`config.mk`:
```
export PLATFORM = sky130hd
export DESIGN_NAME = arbitro_diretorio
export DESIGN_NICKNAME = d
export VERILOG_FILES = /design/src/rtl/diretorio_pkg.sv /design/src/rtl/arbitro_rr.sv /design/src/rtl/arbitro_diretorio.sv
export SDC_FILE = /design/constraint.sdc
export NUM_CORES = 1
export LEC_CHECK = 0
export BUFFER_PORTS_ARGS = -buffer_cell sky130_fd_sc_hd__buf_2
export CELL_PAD_IN_SITES_DETAIL_PLACEMENT = 1
export CELL_PAD_IN_SITES_GLOBAL_PLACEMENT = 2
export CORE_UTILIZATION = 37
export DETAILED_ROUTE_END_ITERATION = 8
export PLACE_DENSITY_LB_ADDON = 0.1
export SETUP_SLACK_MARGIN = 0.02
export SYNTH_ARGS = -nofsm -noshare
export SYNTH_HDL_FRONTEND = slang
export SYNTH_SLANG_ARGS = --single-unit
```
`constraint.sdc`:
```
create_clock -name Clock -period 3.3 [get_ports Clock]
set_clock_uncertainty 0.1 [all_clocks]
set_input_delay 0.33 -clock Clock [delete_from_list [all_inputs] [get_ports Clock]]
set_output_delay 0.33 -clock Clock [all_outputs]
set_load 0.01 [all_outputs]
```
`src/rtl/diretorio_pkg.sv`:
```
// Shared encodings for the two-cache coherence directory: entry states,
// controller FSM states and the default number of tracked blocks.
package diretorio_pkg;

  localparam int N_BLOCKS_DEF = 4;

  typedef enum logic [1:0] {
    ST_I = 2'd0,
    ST_S = 2'd1,
    ST_M = 2'd2
  } dirState_e;

  typedef enum logic [1:0] {
    IDLE     = 2'd0,
    LOOKUP   = 2'd1,
    WAIT_ACK = 2'd2,
    GRANT    = 2'd3
  } fsmState_e;

  function automatic logic [1:0] oneHot(input logic idx);
    return idx ? 2'b10 : 2'b01;
  endfunction

endpackage

```
`src/rtl/arbitro_rr.sv`:
```
// Two-way round-robin arbiter: cache 0 starts with priority, and priority
// flips every time the advance strobe is seen.
module arbitro_rr (
  input  logic       Clock,
  input  logic       Reset,
  input  logic [1:0] Req,
  input  logic       Advance,
  output logic [1:0] Winner
);

  logic prioR;

  // priority pointer, toggled once per completed grant
  always_ff @(posedge Clock) begin
    if (Reset) begin
      prioR <= 1'b0;
    end else if (Advance) begin
      prioR <= ~prioR;
    end else begin
      prioR <= prioR;
    end
  end

  // one-hot winner among the active requests
  always_comb begin
    Winner = 2'b00;
    if (prioR) begin
      if (Req[1])      Winner = 2'b10;
      else if (Req[0]) Winner = 2'b01;
      else             Winner = 2'b00;
    end else begin
      if (Req[0])      Winner = 2'b01;
      else if (Req[1]) Winner = 2'b10;
      else             Winner = 2'b00;
    end
  end

endmodule

```
`src/rtl/arbitro_diretorio.sv`:
```
// MSI directory controller for two caches: arbitrates requests, issues
// invalidate / write-back commands to the remote cache and grants the new state.
module arbitro_diretorio
  import diretorio_pkg::*;
#(
  parameter int N_BLOCKS = N_BLOCKS_DEF,
  localparam int AW = (N_BLOCKS > 1) ? $clog2(N_BLOCKS) : 1
) (
  input  logic          Clock,
  input  logic          Reset,
  input  logic [1:0]    Req,
  input  logic          WriteRead0,
  input  logic          WriteRead1,
  input  logic [AW-1:0] Addr0,
  input  logic [AW-1:0] Addr1,
  output logic [1:0]    Grant,
  output logic [1:0]    GrantState,
  output logic [1:0]    Invalidate,
  input  logic [1:0]    InvAck,
  output logic [1:0]    WriteBack,
  input  logic [1:0]    WbAck,
  output logic          Busy
);

  fsmState_e     stateR, stateNextS;
  logic          reqIdxR, opR;
  logic [AW-1:0] addrR;
  logic [1:0]    newStateR, newVecR;
  logic [1:0]    grantR, grantStateR, invR, wbR;
  logic          busyR;
  logic [1:0]    dirStR  [N_BLOCKS];
  logic [1:0]    dirVecR [N_BLOCKS];

  logic [1:0]    winnerS, meS, otherS, curStS, curVecS;
  logic [1:0]    lkStS, lkVecS, lkInvS, lkWbS;
  logic [1:0]    invLeftS, wbLeftS, finStS, finVecS;
  logic          grantNowS;

  arbitro_rr uArb (
    .Clock   (Clock),
    .Reset   (Reset),
    .Req     (Req),
    .Advance (stateR == GRANT),
    .Winner  (winnerS)
  );

  // FSM state register
  always_ff @(posedge Clock) begin
    if (Reset) stateR <= IDLE;
    else       stateR <= stateNextS;
  end

  // directory lookup decision and next-state logic
  always_comb begin
    meS      = oneHot(reqIdxR);
    otherS   = oneHot(~reqIdxR);
    curStS   = dirStR[addrR];
    curVecS  = dirVecR[addrR];
    lkStS    = curStS;
    lkVecS   = curVecS;
    lkInvS   = 2'b00;
    lkWbS    = 2'b00;
    invLeftS = invR & ~InvAck;
    wbLeftS  = wbR & ~WbAck;
    finStS   = newStateR;
    finVecS  = newVecR;
    stateNextS = stateR;

    if (curStS == ST_M && (curVecS & meS) != 2'b00) begin
      lkStS  = ST_M;
      lkVecS = curVecS;
    end else if (!opR) begin
      case (curStS)
        ST_S:    begin lkStS = ST_S; lkVecS = curVecS | meS; end
        ST_M:    begin lkStS = ST_S; lkVecS = 2'b11; lkWbS = otherS; end
        default: begin lkStS = ST_S; lkVecS = meS; end
      endcase
    end else begin
      lkStS  = ST_M;
      lkVecS = meS;
      case (curStS)
        ST_S:    lkInvS = ((curVecS & otherS) != 2'b00) ? otherS : 2'b00;
        ST_M:    begin lkInvS = otherS; lkWbS = otherS; end
        default: lkInvS = 2'b00;
      endcase
    end

    if (stateR == LOOKUP) begin
      finStS  = lkStS;
      finVecS = lkVecS;
    end else begin
      finStS  = newStateR;
      finVecS = newVecR;
    end

    case (stateR)
      IDLE:     stateNextS = (winnerS != 2'b00) ? LOOKUP : IDLE;
      LOOKUP:   stateNextS = ((lkInvS | lkWbS) != 2'b00) ? WAIT_ACK : GRANT;
      WAIT_ACK: stateNextS = ((invLeftS | wbLeftS) == 2'b00) ? GRANT : WAIT_ACK;
      GRANT:    stateNextS = IDLE;
      default:  stateNextS = IDLE;
    endcase

    grantNowS = (stateNextS == GRANT) && (stateR != GRANT);
  end

  // transaction latch, command outputs, grant pulse and directory update
  always_ff @(posedge Clock) begin
    if (Reset) begin
      reqIdxR     <= 1'b0;
      opR         <= 1'b0;
      addrR       <= {AW{1'b0}};
      newStateR   <= 2'b00;
      newVecR     <= 2'b00;
      grantR      <= 2'b00;
      grantStateR <= 2'b00;
      invR        <= 2'b00;
      wbR         <= 2'b00;
      busyR       <= 1'b0;
      for (int k = 0; k < N_BLOCKS; k++) begin
        dirStR[k]  <= ST_I;
        dirVecR[k] <= 2'b00;
      end
    end else begin
      busyR       <= (stateNextS != IDLE);
      grantR      <= 2'b00;
      grantStateR <= 2'b00;
      case (stateR)
        IDLE: begin
          if (winnerS != 2'b00) begin
            reqIdxR <= winnerS[1];
            opR     <= winnerS[1] ? WriteRead1 : WriteRead0;
            addrR   <= winnerS[1] ? Addr1 : Addr0;
          end
        end
        LOOKUP: begin
          newStateR <= lkStS;
          newVecR   <= lkVecS;
          invR      <= lkInvS;
          wbR       <= lkWbS;
        end
        // an acked command drops next cycle; the cleared bit is the latched ack
        WAIT_ACK: begin
          invR <= invLeftS;
          wbR  <= wbLeftS;
        end
        default: begin
          invR <= invR;
          wbR  <= wbR;
        end
      endcase
      if (grantNowS) begin
        grantR         <= meS;
        grantStateR    <= finStS;
        dirStR[addrR]  <= finStS;
        dirVecR[addrR] <= finVecS;
      end
    end
  end

  assign Grant      = grantR;
  assign GrantState = grantStateR;
  assign Invalidate = invR;
  assign WriteBack  = wbR;
  assign Busy       = busyR;

endmodule

```
==> results of run 1 <==
==> worst min-delay path by stage <==
stage	to	start	slack [ns]
floorplan	uArb.prioR	uArb.prioR	0.38
global placement	WriteBack[0]	WriteBack[0]	0.37
detailed placement	WriteBack[0]	WriteBack[0]	0.38
CTS	opR	WriteRead1	0.20
global route	opR	WriteRead1	0.23
finish	opR	WriteRead1	0.21
==> per-layer routing <==
metal / vias to the layer above / track usage [%] / wire length, um
met1: 715 / 27.67 / 2279
met2: 27 / 32.81 / 2317
li1: 703 / - / -
met3: 9 / 3.591 / 177
met5: - / 0 / 0
met4: 0 / 7.625 / 89
==> layout make-up <==
type / instances / area [um^2]
multi-input cells: 116 / 842.1
clock inverters: 2 / 33.78
inverters: 15 / 56.30
repair buffers: 25 / 132.6
flip-flops and latches: 38 / 920.9
well taps: 67 / 83.83
clock buffers: 6 / 72.57
fillers: 550 / 2644
==> registers in the layout, summed over array words and instances (netlist names), named ones only <==
name,cells
addrR,2
dirVecR,8
stateR,2
uArb.prioR,1
newVecR,2
Invalidate,2
Busy,1
Grant,2
dirStR,8
newStateR,2
reqIdxR,1
WriteBack,2
opR,1
GrantState,2
==> repair_timing <==
item / in CTS / in global routing
gates resized for setup: 0 / 1
endpoints found under the hold margin: 0 / 0
setup endpoints to repair: 0 / 1
==> power groups by stage <==
stage | clock, mW | combinational (mW) | sequential, mW
global route | 0.409 | 0.853 | 0.668
detailed placement | 0 | 0.756 | 0.670
finish | 0.383 | 0.774 | 0.657
global placement | 0 | 0.728 | 0.664
floorplan | 0 | 0.559 | 0.647
CTS | 0.395 | 0.765 | 0.658
==> cells in the final DEF, fill, tap and decap left out, drive strengths merged, types with 3 or more instances in the layout <==
cell type / count
nand2b: 3
clkbuf: 6
dfxtp: 22
nor4: 19
buf: 25
mux4: 4
nor2b: 3
o21ai: 9
a21oi: 7
a311oi: 5
ha: 7
nand2: 11
nor2: 17
nor3: 4
o21bai: 4
edfxtp: 16
inv: 15
==> worst register-to-register path, delay by kind of cell, from the launching register on <==
family	cells	cell delay (ns)
adder cells (fa/ha/maj)	1	0.36
AO/OA/AOI/OAI	1	0.28
flip-flops	1	0.44
AND/OR/NAND/NOR	3	0.53
multiplexers	1	0.63
buffers and inverters	2	0.47
==> cells by family (layout without fill, tap and decap cells) <==
logic type | Yosys count | in the layout | synth area share [%]
xor+xnor | 1 | 1 | 0.4711
buf+inv | 23 | 48 | 5.517
simple gates | 65 | 65 | 19.11
flops | 38 | 38 | 49.53
fa+ha+maj | 7 | 7 | 4.710
compound gates | 37 | 37 | 14.27
mux | 6 | 6 | 6.393
==> synthesized netlist by cell type, types with 3 or more instances <==
cell | number | share of area, %
nor3_1 | 4 | 1.1
a21oi_1 | 7 | 1.9
nor4_1 | 16 | 5.4
nand2_1 | 11 | 2.2
o21bai_1 | 4 | 1.6
nand2b_1 | 3 | 1.0
nor2_1 | 17 | 3.4
o21ai_0 | 9 | 2.4
ha_1 | 7 | 4.7
inv_1 | 15 | 3.0
clkbuf_1 | 4 | 0.81
nor4_2 | 3 | 2.0
dfxtp_1 | 22 | 24
edfxtp_1 | 16 | 26
a311oi_1 | 4 | 1.9
nor2b_1 | 3 | 1.0
==> stage by stage <==
| stage | hold WS (ns) | util [%] | power (mW) | cells |
|---|---|---|---|---|
| finish | 0.2059 | 44.76 | 1.813 | 269 |
| detailed placement | 0.3813 | 42.41 | 1.426 | 261 |
| CTS | 0.1990 | 44.63 | 1.818 | 269 |
| floorplan | 0.3793 | - | 1.206 | 177 |
| global route | 0.2253 | 44.76 | 1.931 | 269 |
| global placement | 0.3716 | 42.41 | 1.392 | 261 |
==> qor.csv, run 1 <==
stage,metric,value,unit
min_path,depth of the worst hold-timing path,3,
placement,Final HPWL DP,3.597,mm
final_layout,number of nets in the layout,222,
logic_synthesis,number of warnings issued by yosys,0,
floorplan,Core Region,4786,um^2
final_layout,"Non-Filler Cell Area, Final",2142,um^2
power,Switching Power,741.7,uW
drt,number of optimization iterations in the first detailed-route pass,4,
drt,total via count in the routed design,1454,
floorplan,Die Y-Extent,72.89,um
critical_path,flop-to-flop setup slack,0.21,ns
critical_path,critical path's most frequent cell,buf_4,
floorplan,initial core utilization,38.85,%
power,portion of total power attributed to sequential cells,36.2,%
placement,Setup WS pre-CTS,0.2441,ns
clocking,maximum clock insertion buffer count,2,
placement,total of buffers placed on input and output ports,22,
power,share of power burned in combinational logic,42.7,%
sta,minimum setup slack in the final design,0.2115,ns
final_layout,area overhead of the layout relative to synthesis,15.21,%
critical_path,Critical-path top delay cell,mux4_1,
final_layout,antenna diode count,0,
sta,pins over their slew limit,0,
min_path,Tightest Hold Check Type,input port to register,
critical_path,arrival time reported for the critical path endpoint,2.99,ns
sta,Setup-failing EPs final,0,
clocking,clock slew at the register clock pins of the worst setup and hold paths,0.08,ns
placement,area post-placement,2029,um^2
sta,RSZ-0062 raised after global routing,false,
clocking,Clock Root Buffer,clkbuf_8,
sta,slew at the pin closest to its max-slew limit,0.8315,ns
critical_path,WP buf/inv,2,
floorplan,number of top-level pins,23,
critical_path,Worst Reg-to-Reg Cells,8,
critical_path,Crit path largest cell delay,0.63,ns
grt,first-pass GRT wire length,8.066,mm
grt,overall fraction of global-route tracks in use,20.46,%
power,internal power component,1.071,mW
drt,count of antenna-violating nets left after detailed routing,0,
power,power density over the cells,846.3,nW/um^2
critical_path,top fanout value on the critical path,16,
critical_path,instance count on the critical path,8,
sta,Hold Fails Final Rpt,0,
power,Max IR drop VDD,0.3173,mV
clocking,CTS buffer count,5,
sta,Fmax,323.8,MHz
logic_synthesis,Syn Area/Cell,10.50,um^2
logic_synthesis,number of flops mapped to enable cells by yosys,16,
run,max-cap viol count,0,
drt,DRC,0,
logic_synthesis,number of synthesized register bits,38,
drt,routed length per placed instance,18.08,um
critical_path,family with the most delay on the worst path,multiplexers,
critical_path,Crit. End Element,register,
power,switching fraction of total power,40.91,%
power,clock network power share,21.1,%
sta,total negative slack for setup checks,0,ns
logic_synthesis,Mapped Area,1859,um^2
logic_synthesis,number of nets produced by synthesis,198,
sta,Worst slew margin,43.98,%
critical_path,endpoint of the worst setup timing path,dirVecR[0][1],
final_layout,share of final-layout standard cells stronger than drive strength 1,19.80,%
grt,initial antenna violation count,0,
grt,number of global-route vias before repair,1603,
drt,vias per inst,5.405,
logic_synthesis,sequential-to-total area share from yosys stat,49.53,%
logic_synthesis,most used flip-flop cell after synthesis,dfxtp_1,
grt,total overflow reported by the global router,0,
clocking,TritonCTS clock tree,yes,
drt,Initial DRC Count,41,
clocking,clock latency on the worst-skew pair,0.29,ns
floorplan,number of rows in the core area,25,
clocking,number of setup buffers added after CTS,0,
drt,Detailed Route WL,4.864,mm
run_status,status,"finished, final reports clean",
clocking,CTS hold repair buffers,0,
critical_path,endpoint of the most critical register-to-register path,dirVecR[0][1],
sta,minimum clock period after layout,3.088,ns
critical_path,Worst Setup Start Kind,register,
floorplan,DIE WIDTH,72.89,um
logic_synthesis,cells after synthesis,177,
sta,crit share post-route,93.59,%
floorplan,area of the die,5312,um^2
clocking,TritonCTS sink count,38,
placement,GP Congestion,0.8227,
power,leak pwr,0.8104,nW
critical_path,critical path type,register to register,
critical_path,crit path cell chain,mux4_1 > ha_1 > nor2b_1 > nand3_1 > a311oi_4 > buf_4 > buf_4 > nor4_1,
logic_synthesis,library cells used by synthesis,41,
clocking,CTS HTree Levels,2,
grt,maximum number of pins on one net before global-route repair,39,
logic_synthesis,share of flip-flops with an asynchronous set or reset,0,%
critical_path,required time at the worst-slack endpoint,3.20,ns
No activity file was read; power rests on OpenSTA's default activity.
==> inputs of run 2 (changes only) <==
--- a/config.mk
+++ b/config.mk
@@ -5,12 +5,13 @@
 export SDC_FILE = /design/constraint.sdc
 export NUM_CORES = 1
 export LEC_CHECK = 0
+export ABC_AREA = 1
 export BUFFER_PORTS_ARGS = -buffer_cell sky130_fd_sc_hd__buf_2
 export CELL_PAD_IN_SITES_DETAIL_PLACEMENT = 1
 export CELL_PAD_IN_SITES_GLOBAL_PLACEMENT = 2
-export CORE_UTILIZATION = 37
+export CORE_UTILIZATION = 34
 export DETAILED_ROUTE_END_ITERATION = 8
-export PLACE_DENSITY_LB_ADDON = 0.1
+export PLACE_DENSITY = 0.84
 export SETUP_SLACK_MARGIN = 0.02
 export SYNTH_ARGS = -nofsm -noshare
 export SYNTH_HDL_FRONTEND = slang
==> qor.csv, run 2 <==
stage,metric,value,unit,change
grt,overall fraction of global-route tracks in use,16.10,%,-4.4 points
drt,vias per inst,4.679,,-13%
logic_synthesis,library cells used by synthesis,33,,-20%
final_layout,end-of-flow core utilization,40.37,%,-4.4 points
grt,first-pass GRT wire length,7.362,mm,-8.7%
final_layout,Filler cells,694,,+26%
clocking,maximum clock insertion buffer count,2,,unchanged
power,Max IR drop VDD,0.3116,mV,-1.8%
logic_synthesis,number of nets produced by synthesis,251,,+27%
critical_path,crit path cell chain,nand2_1 > a32oi_1 > inv_1 > ha_1 > nand2_1 > clkinv_1 > nand2_1 > nand2_1 > nor2_2 > nand3_2 > nand2_4 > nand3_2 > o21ai_0,,
critical_path,arrival time reported for the critical path endpoint,2.80,ns,-0.19 ns
logic_synthesis,number of warnings issued by yosys,0,,unchanged
sta,RSZ-0062 raised after global routing,false,,
final_layout,most frequent standard cell in the layout excluding fill and tap cells,nand2_1,,
final_layout,antenna diode count,0,,unchanged
sta,pins over their slew limit,0,,unchanged
placement,cell total after placement,322,,+23%
floorplan,DIE WIDTH,77.33,um,+6.1%
final_layout,share of final-layout standard cells stronger than drive strength 1,20.93,%,+1.1 points
min_path,depth of the worst hold-timing path,4,,+1
logic_synthesis,most used flip-flop cell after synthesis,dfxtp_1,,
floorplan,initial core utilization,35.25,%,-3.6 points
critical_path,WP buf/inv,2,,unchanged
power,power density over the cells,869.6,nW/um^2,+2.7%
grt,total overflow reported by the global router,0,,unchanged
min_path,Tightest Hold Check Type,input port to register,,
final_layout,number of nets in the layout,278,,+25%
power,Total Power,1.921,mW,+6.0%
logic_synthesis,cell types with the highest counts after synthesis,"nand2_1, nor2_1, inv_1",,
placement,total of buffers placed on input and output ports,22,,unchanged
run_status,status,"finished, final reports clean",,
final_layout,biggest regs,"dirStR: 8 flops, dirVecR: 8 flops",,
sta,Worst slew margin,62.62,%,+19 points
critical_path,required time at the worst-slack endpoint,3.13,ns,-0.07 ns
grt,number of global-route vias before repair,1537,,-4.1%
clocking,clock slew at the register clock pins of the worst setup and hold paths,0.08,ns,about the same
final_layout,"commonest cells after routing, fill and taps aside","nand2_1, nor2_1, inv_1",,
drt,Initial DRC Count,27,,-34%
clocking,clock latency on the worst-skew pair,0.29,ns,about the same
floorplan,number of top-level pins,23,,unchanged
clocking,CTS HTree Levels,2,,unchanged
critical_path,Critical-path top delay cell,dfxtp_1,,
floorplan,Die Y-Extent,77.33,um,+6.1%
critical_path,flop-to-flop setup slack,0.33,ns,+0.12 ns
drt,Detailed Route WL,4.450,mm,-8.5%
critical_path,Worst Reg-to-Reg Cells,13,,+5
clocking,TritonCTS clock tree,yes,,
drt,count of antenna-violating nets left after detailed routing,0,,unchanged
placement,GP Congestion,0.7694,,-6.5%
grt,maximum number of pins on one net before global-route repair,14,,-64%
sta,crit share post-route,90.03,%,-3.6 points
clocking,Clock Root Buffer,clkbuf_8,,
logic_synthesis,number of synthesized register bits,38,,unchanged
drt,DRC,0,,unchanged
placement,area post-placement,2115,um^2,+4.2%
critical_path,Crit. End Element,register,,
drt,total via count in the routed design,1544,,+6.2%
critical_path,endpoint of the most critical register-to-register path,dirStR[1][1],,
sta,total negative slack for setup checks,0,ns,unchanged
logic_synthesis,number of flops mapped to enable cells by yosys,16,,unchanged
critical_path,family with the most delay on the worst path,simple AND/OR/NAND/NOR gates,,
sta,minimum setup slack in the final design,0.3291,ns,+0.1176 ns
floorplan,area of the die,5980,um^2,+13%
drt,number of optimization iterations in the first detailed-route pass,4,,unchanged
sta,worst hold slack after final layout,0.2416,ns,+0.03571 ns
run,max-cap viol count,0,,unchanged
logic_synthesis,post-synthesis cell type with the largest combined area,edfxtp_1,,
sta,Hold Fails Final Rpt,0,,unchanged
power,leak pwr,0.9738,nW,+20%
placement,Final HPWL DP,3.527,mm,-1.9%
critical_path,top fanout value on the critical path,9,,-7
placement,Setup WS pre-CTS,0.2758,ns,+0.03172 ns
sta,slew at the pin closest to its max-slew limit,0.5549,ns,-0.2766 ns
logic_synthesis,top cells by area in the synthesized netlist,"edfxtp_1, dfxtp_1, nand2_1",,
clocking,CTS buffer count,5,,unchanged
logic_synthesis,share of flip-flops with an asynchronous set or reset,0,%,unchanged
logic_synthesis,top cell type's share of synthesized area,24.90,%,-0.94 points
critical_path,Crit path largest cell delay,0.58,ns,-0.05 ns
sta,Fmax,336.6,MHz,+4.0%
clocking,TritonCTS sink count,38,,unchanged
critical_path,instance count on the critical path,13,,+5
final_layout,non-filler instance count after layout,330,,+23%
logic_synthesis,cells after synthesis,230,,+30%
drt,routed length per placed instance,13.48,um,-25%
sta,Setup-failing EPs final,0,,unchanged
critical_path,endpoint of the worst setup timing path,dirStR[1][1],,
final_layout,"Non-Filler Cell Area, Final",2210,um^2,+3.2%
logic_synthesis,Mapped Area,1929,um^2,+3.8%
critical_path,critical path type,register to register,,
sta,minimum clock period after layout,2.971,ns,-0.1176 ns
floorplan,Core Region,5473,um^2,+14%
final_layout,area overhead of the layout relative to synthesis,14.53,%,
critical_path,critical path's most frequent cell,nand2_1,,
logic_synthesis,most repeated cell in the gate-level netlist after synthesis,nand2_1,,
grt,initial antenna violation count,0,,unchanged
logic_synthesis,sequential-to-total area share from yosys stat,47.73,%,-1.8 points
floorplan,number of rows in the core area,27,,+8.0%
critical_path,Worst Setup Start Kind,register,,
logic_synthesis,Syn Area/Cell,8.388,um^2,-20%
## run 2: layout make-up
cell class | count | area, um^2 | share of cell area, %
Clock inverter | 2 | 12.51 | 0.5663
Clock buffer | 6 | 82.58 | 3.737
Multi-Input combinational cell | 155 | 854.6 | 38.67
Tap cell | 72 | 90.09 | 4.077
Timing Repair Buffer | 22 | 110.1 | 4.983
Sequential cell | 38 | 920.9 | 41.68
Inverter | 35 | 138.9 | 6.285
## run 2: power breakdown
part           switching, mW  internal, mW  leakage, nW  total [mW]
combinational          0.587         0.299        0.580       0.886
clock                  0.167         0.168       0.0472       0.335
sequential            0.0858         0.615        0.346       0.701
## run 2: how the worst min path moves through the flow
| stage | start | to | slack [ns] |
|---|---|---|---|
| final | WbAck[0] | WriteBack[0] | 0.24 |
| after global routing | WbAck[0] | WriteBack[0] | 0.25 |
| after CTS | WbAck[0] | WriteBack[0] | 0.24 |
| after detailed placement | Invalidate[0] | Invalidate[0] | 0.37 |
| after global placement | Invalidate[0] | Invalidate[0] | 0.38 |
| after floorplan | Reset | newStateR[0] | 0.31 |
## run 2: worst reg2reg max path: stages (launching register included)
cell	delay [ns]
dfxtp_1	0.58
nand2_1	0.11
a32oi_1	0.27
inv_1	0.07
ha_1	0.22
nand2_1	0.10
clkinv_1	0.12
nand2_1	0.09
nand2_1	0.06
nor2_2	0.11
nand3_2	0.11
nand2_4	0.10
nand3_2	0.09
o21ai_0	0.48
## run 2: logic make-up (layout without fill, tap and decap cells)
| kind of cell | after synthesis | count (layout) | synth area share [%] |
|---|---|---|---|
| simple gates | 115 | 115 | 29.38 |
| xor+xnor | 1 | 1 | 0.4540 |
| buf+inv | 37 | 65 | 7.977 |
| mux | 1 | 1 | 0.5188 |
| fa+ha+maj | 7 | 7 | 4.539 |
| flops | 38 | 38 | 47.73 |
| compound gates | 31 | 31 | 9.404 |
## run 2: repair_timing
item | 4_1_cts | 5_1_grt
resized for setup | 0 | 1
setup endpoints to repair | 0 | 4
buffers inserted | 0 | 0
hold buffers | 0 | 0
## run 2: per-layer routing
layer  up-vias  track usage (%)  wire (um)
li1        799                -          -
met1       721            21.34       2244
met2        18            26.81       2041
met3         6            1.765         80
met4         0            6.226         85
met5         -                0          0
==> inputs of run 3 (changes only) <==
--- a/config.mk
+++ b/config.mk
@@ -9,10 +9,11 @@
 export BUFFER_PORTS_ARGS = -buffer_cell sky130_fd_sc_hd__buf_2
 export CELL_PAD_IN_SITES_DETAIL_PLACEMENT = 1
 export CELL_PAD_IN_SITES_GLOBAL_PLACEMENT = 2
-export CORE_UTILIZATION = 34
+export CORE_UTILIZATION = 35
 export DETAILED_ROUTE_END_ITERATION = 8
-export PLACE_DENSITY = 0.84
+export PLACE_DENSITY = 0.86
 export SETUP_SLACK_MARGIN = 0.02
 export SYNTH_ARGS = -nofsm -noshare
 export SYNTH_HDL_FRONTEND = slang
+export SYNTH_HIERARCHICAL = 1
 export SYNTH_SLANG_ARGS = --single-unit
==> constraint.sdc (replaced) <==
create_clock -name Clock -period 3.1 [get_ports Clock]
set_clock_uncertainty 0.1 [all_clocks]
set_input_delay 0.31 -clock Clock [delete_from_list [all_inputs] [get_ports Clock]]
set_output_delay 0.31 -clock Clock [all_outputs]
set_load 0.01 [all_outputs]
==> qor.csv, run 3 <==
stage,metric,value,unit,change
drt,routed length per placed instance,12.80,um,-5.1%
grt,total overflow reported by the global router,0,,unchanged
sta,pins over their slew limit,0,,unchanged
critical_path,top fanout value on the critical path,6,,-3
drt,Detailed Route WL,4.262,mm,-4.2%
final_layout,most frequent standard cell in the layout excluding fill and tap cells,nand2_1,,
clocking,post-CTS sizing,0,,unchanged
drt,DRC,0,,unchanged
sta,minimum clock period after layout,2.790,ns,-0.1811 ns
final_layout,biggest regs,"dirStR: 8 flops, dirVecR: 8 flops",,
placement,Setup WS pre-CTS,0.2193,ns,-0.05652 ns
logic_synthesis,Mapped Area,1982,um^2,+2.7%
floorplan,Die Y-Extent,77.25,um,-0.10%
logic_synthesis,sequential-to-total area share from yosys stat,46.46,%,-1.3 points
logic_synthesis,number of nets produced by synthesis,252,,+0.40%
clocking,TritonCTS clock tree,yes,,
grt,initial antenna violation count,0,,unchanged
min_path,Tightest Hold Check Type,input port to register,,
clocking,CTS buffer count,5,,unchanged
logic_synthesis,number of flops mapped to enable cells by yosys,16,,unchanged
power,power density over the cells,890.6,nW/um^2,+2.4%
sta,Worst slew margin,68.65,%,+6.0 points
logic_synthesis,post-synthesis cell type with the largest combined area,edfxtp_1,,
logic_synthesis,Syn Area/Cell,8.580,um^2,+2.3%
logic_synthesis,share of flip-flops with an asynchronous set or reset,0,%,unchanged
drt,vias per inst,4.670,,-0.19%
final_layout,Filler cells,689,,-0.72%
final_layout,"commonest cells after routing, fill and taps aside","nand2_1, inv_1, nor2_1",,
critical_path,Worst Setup Start Kind,register,,
drt,length of routed met3 wiring,127,um,+59%
grt,number of global-route vias before repair,1581,,+2.9%
grt,maximum number of pins on one net before global-route repair,13,,-1
sta,RSZ-0062 raised after global routing,false,,
drt,Highest Signal Layer,met4,,
final_layout,number of nets in the layout,281,,+1.1%
clocking,clock slew at the register clock pins of the worst setup and hold paths,0.07,ns,about the same
critical_path,Crit path largest cell delay,0.42,ns,-0.16 ns
critical_path,crit path cell chain,inv_1 > a32oi_1 > ha_1 > inv_1 > nor2_1 > nand3_2 > nand3_2 > nor2_1 > nor2_2 > nand2_2 > nand2_4 > nand3_4 > nor2_8 > nand3_4 > nand2_1,,
critical_path,Critical-path top delay cell,dfxtp_1,,
logic_synthesis,top cells by area in the synthesized netlist,"edfxtp_1, dfxtp_1, nand2_1",,
logic_synthesis,number of synthesized register bits,38,,unchanged
logic_synthesis,number of warnings issued by yosys,6,,+6
final_layout,share of final-layout standard cells stronger than drive strength 1,21.46,%,+0.53 points
placement,GP Congestion,0.7801,,+1.4%
drt,sum of met2 wire segment lengths after detailed routing,2.019,mm,-1.1%
drt,detailed-route wire length on metal 1,2.065,mm,-8.0%
logic_synthesis,cells after synthesis,231,,+0.43%
final_layout,area overhead of the layout relative to synthesis,14.39,%,
logic_synthesis,library cells used by synthesis,28,,-15%
sta,slew at the pin closest to its max-slew limit,0.4685,ns,-0.08639 ns
clocking,CTS HTree Levels,2,,unchanged
critical_path,Crit. End Element,register,,
floorplan,initial core utilization,36.21,%,+0.96 points
floorplan,Core Region,5473,um^2,unchanged
logic_synthesis,cell types with the highest counts after synthesis,"nand2_1, inv_1, nor2_1",,
drt,number of optimization iterations in the first detailed-route pass,4,,unchanged
logic_synthesis,top cell type's share of synthesized area,24.24,%,-0.66 points
sta,minimum setup slack in the final design,0.3102,ns,-0.01893 ns
logic_synthesis,most used flip-flop cell after synthesis,dfxtp_1,,
logic_synthesis,most repeated cell in the gate-level netlist after synthesis,nand2_1,,
clocking,CTS hold repair buffers,0,,unchanged
critical_path,required time at the worst-slack endpoint,2.98,ns,-0.15 ns
sta,total negative slack for setup checks,0,ns,unchanged
sta,worst hold slack after final layout,0.1812,ns,-0.06037 ns
grt,first-pass GRT wire length,7.334,mm,-0.38%
final_layout,total area of sequential cells,922.1,um^2,+0.14%
clocking,TritonCTS sink count,38,,unchanged
floorplan,number of rows in the core area,27,,unchanged
final_layout,antenna diode count,0,,unchanged
final_layout,area occupied by multi-input gates,898.4,um^2,+5.1%
final_layout,end-of-flow core utilization,41.43,%,+1.1 points
drt,total via count in the routed design,1555,,+0.71%
clocking,Clock Root Buffer,clkbuf_8,,
sta,Setup-failing EPs final,0,,unchanged
sta,Hold Fails Final Rpt,0,,unchanged
grt,overall fraction of global-route tracks in use,15.97,%,-0.14 points
placement,Final HPWL DP,3.478,mm,-1.4%
drt,count of antenna-violating nets left after detailed routing,0,,unchanged
clocking,clock latency on the worst-skew pair,0.28,ns,about the same
power,Max IR drop VDD,0.3774,mV,+21%
floorplan,area of the die,5968,um^2,-0.21%
critical_path,critical path type,register to register,,
drt,Initial DRC Count,48,,+78%
sta,Fmax,358.5,MHz,+6.5%
floorplan,DIE WIDTH,77.25,um,-0.10%
sta,crit share post-route,89.99,%,about the same
critical_path,arrival time reported for the critical path endpoint,2.67,ns,-0.13 ns
clocking,number of setup buffers added after CTS,0,,unchanged
power,leak pwr,0.9978,nW,+2.5%
clocking,maximum clock insertion buffer count,2,,unchanged
run_status,status,"finished, final reports clean",,
placement,total of buffers placed on input and output ports,22,,unchanged
run,max-cap viol count,0,,unchanged
floorplan,number of top-level pins,23,,unchanged
==> run 3: cell families (layout without fill, tap and decap cells) <==
kind of cell | count (synthesis) | after routing | share of synthesized area (%)
AND/OR/NAND/NOR | 106 | 106 | 29.42
buffers and inverters | 39 | 69 | 8.206
multiplexers | 1 | 1 | 0.5051
AO/OA/AOI/OAI | 40 | 40 | 10.98
flip-flops | 38 | 38 | 46.46
adder cells (fa/ha/maj) | 7 | 7 | 4.419
==> run 3: power breakdown <==
| group | internal, mW | switching [mW] | leakage (nW) | total [mW] |
|---|---|---|---|---|
| Sequential | 0.648 | 0.0922 | 0.347 | 0.740 |
| Combinational | 0.317 | 0.644 | 0.609 | 0.961 |
| Clock | 0.154 | 0.163 | 0.0426 | 0.318 |
| Total | 1.12 | 0.900 | 0.998 | 2.02 |
==> run 3: layout make-up <==
cell class / count / area share [%]
Inverter: 36 / 6.291
Sequential cell: 38 / 40.67
Timing Repair Buffer: 25 / 5.850
Tap cell: 72 / 3.974
Clock buffer: 6 / 3.201
Multi-Input combinational cell: 154 / 39.62
Clock inverter: 2 / 0.3863
==> run 3: metrics by stage <==
stage / std cells / power, mW / cell area [um^2]
finish: 333 / 2.019 / 2267
global route: 333 / 2.201 / 2267
CTS: 333 / 2.043 / 2266
detailed placement: 325 / 1.719 / 2185
global placement: 325 / 1.708 / 2185
floorplan: 231 / 1.468 / 1982
==> run 3: worst max-delay path, delay by kind of cell (launching register included) <==
| kind | cells | cell delay, ns |
|---|---|---|
| buf+inv | 2 | 0.23 |
| compound gates | 1 | 0.29 |
| simple gates | 11 | 1.22 |
| fa+ha+maj | 1 | 0.24 |
| flops | 1 | 0.42 |
==> run 3: path summary, 6_finish.rpt <==
path,from,end,slack [ns],depth (start not counted)
max,register,dirVecR[0][0],0.31,15
min,WriteRead0,opR,0.18,3
max reg2reg,register,dirVecR[0][0],0.31,15
min reg2reg,Invalidate[0],Invalidate[0],0.38,2
==> run 3: per-layer routing <==
layer | vias to the layer above | GRT usage, %
met5 | - | 0
met3 | 5 | 2.857
met4 | 0 | 6.226
met2 | 21 | 26.64
met1 | 719 | 20.31
li1 | 810 | -
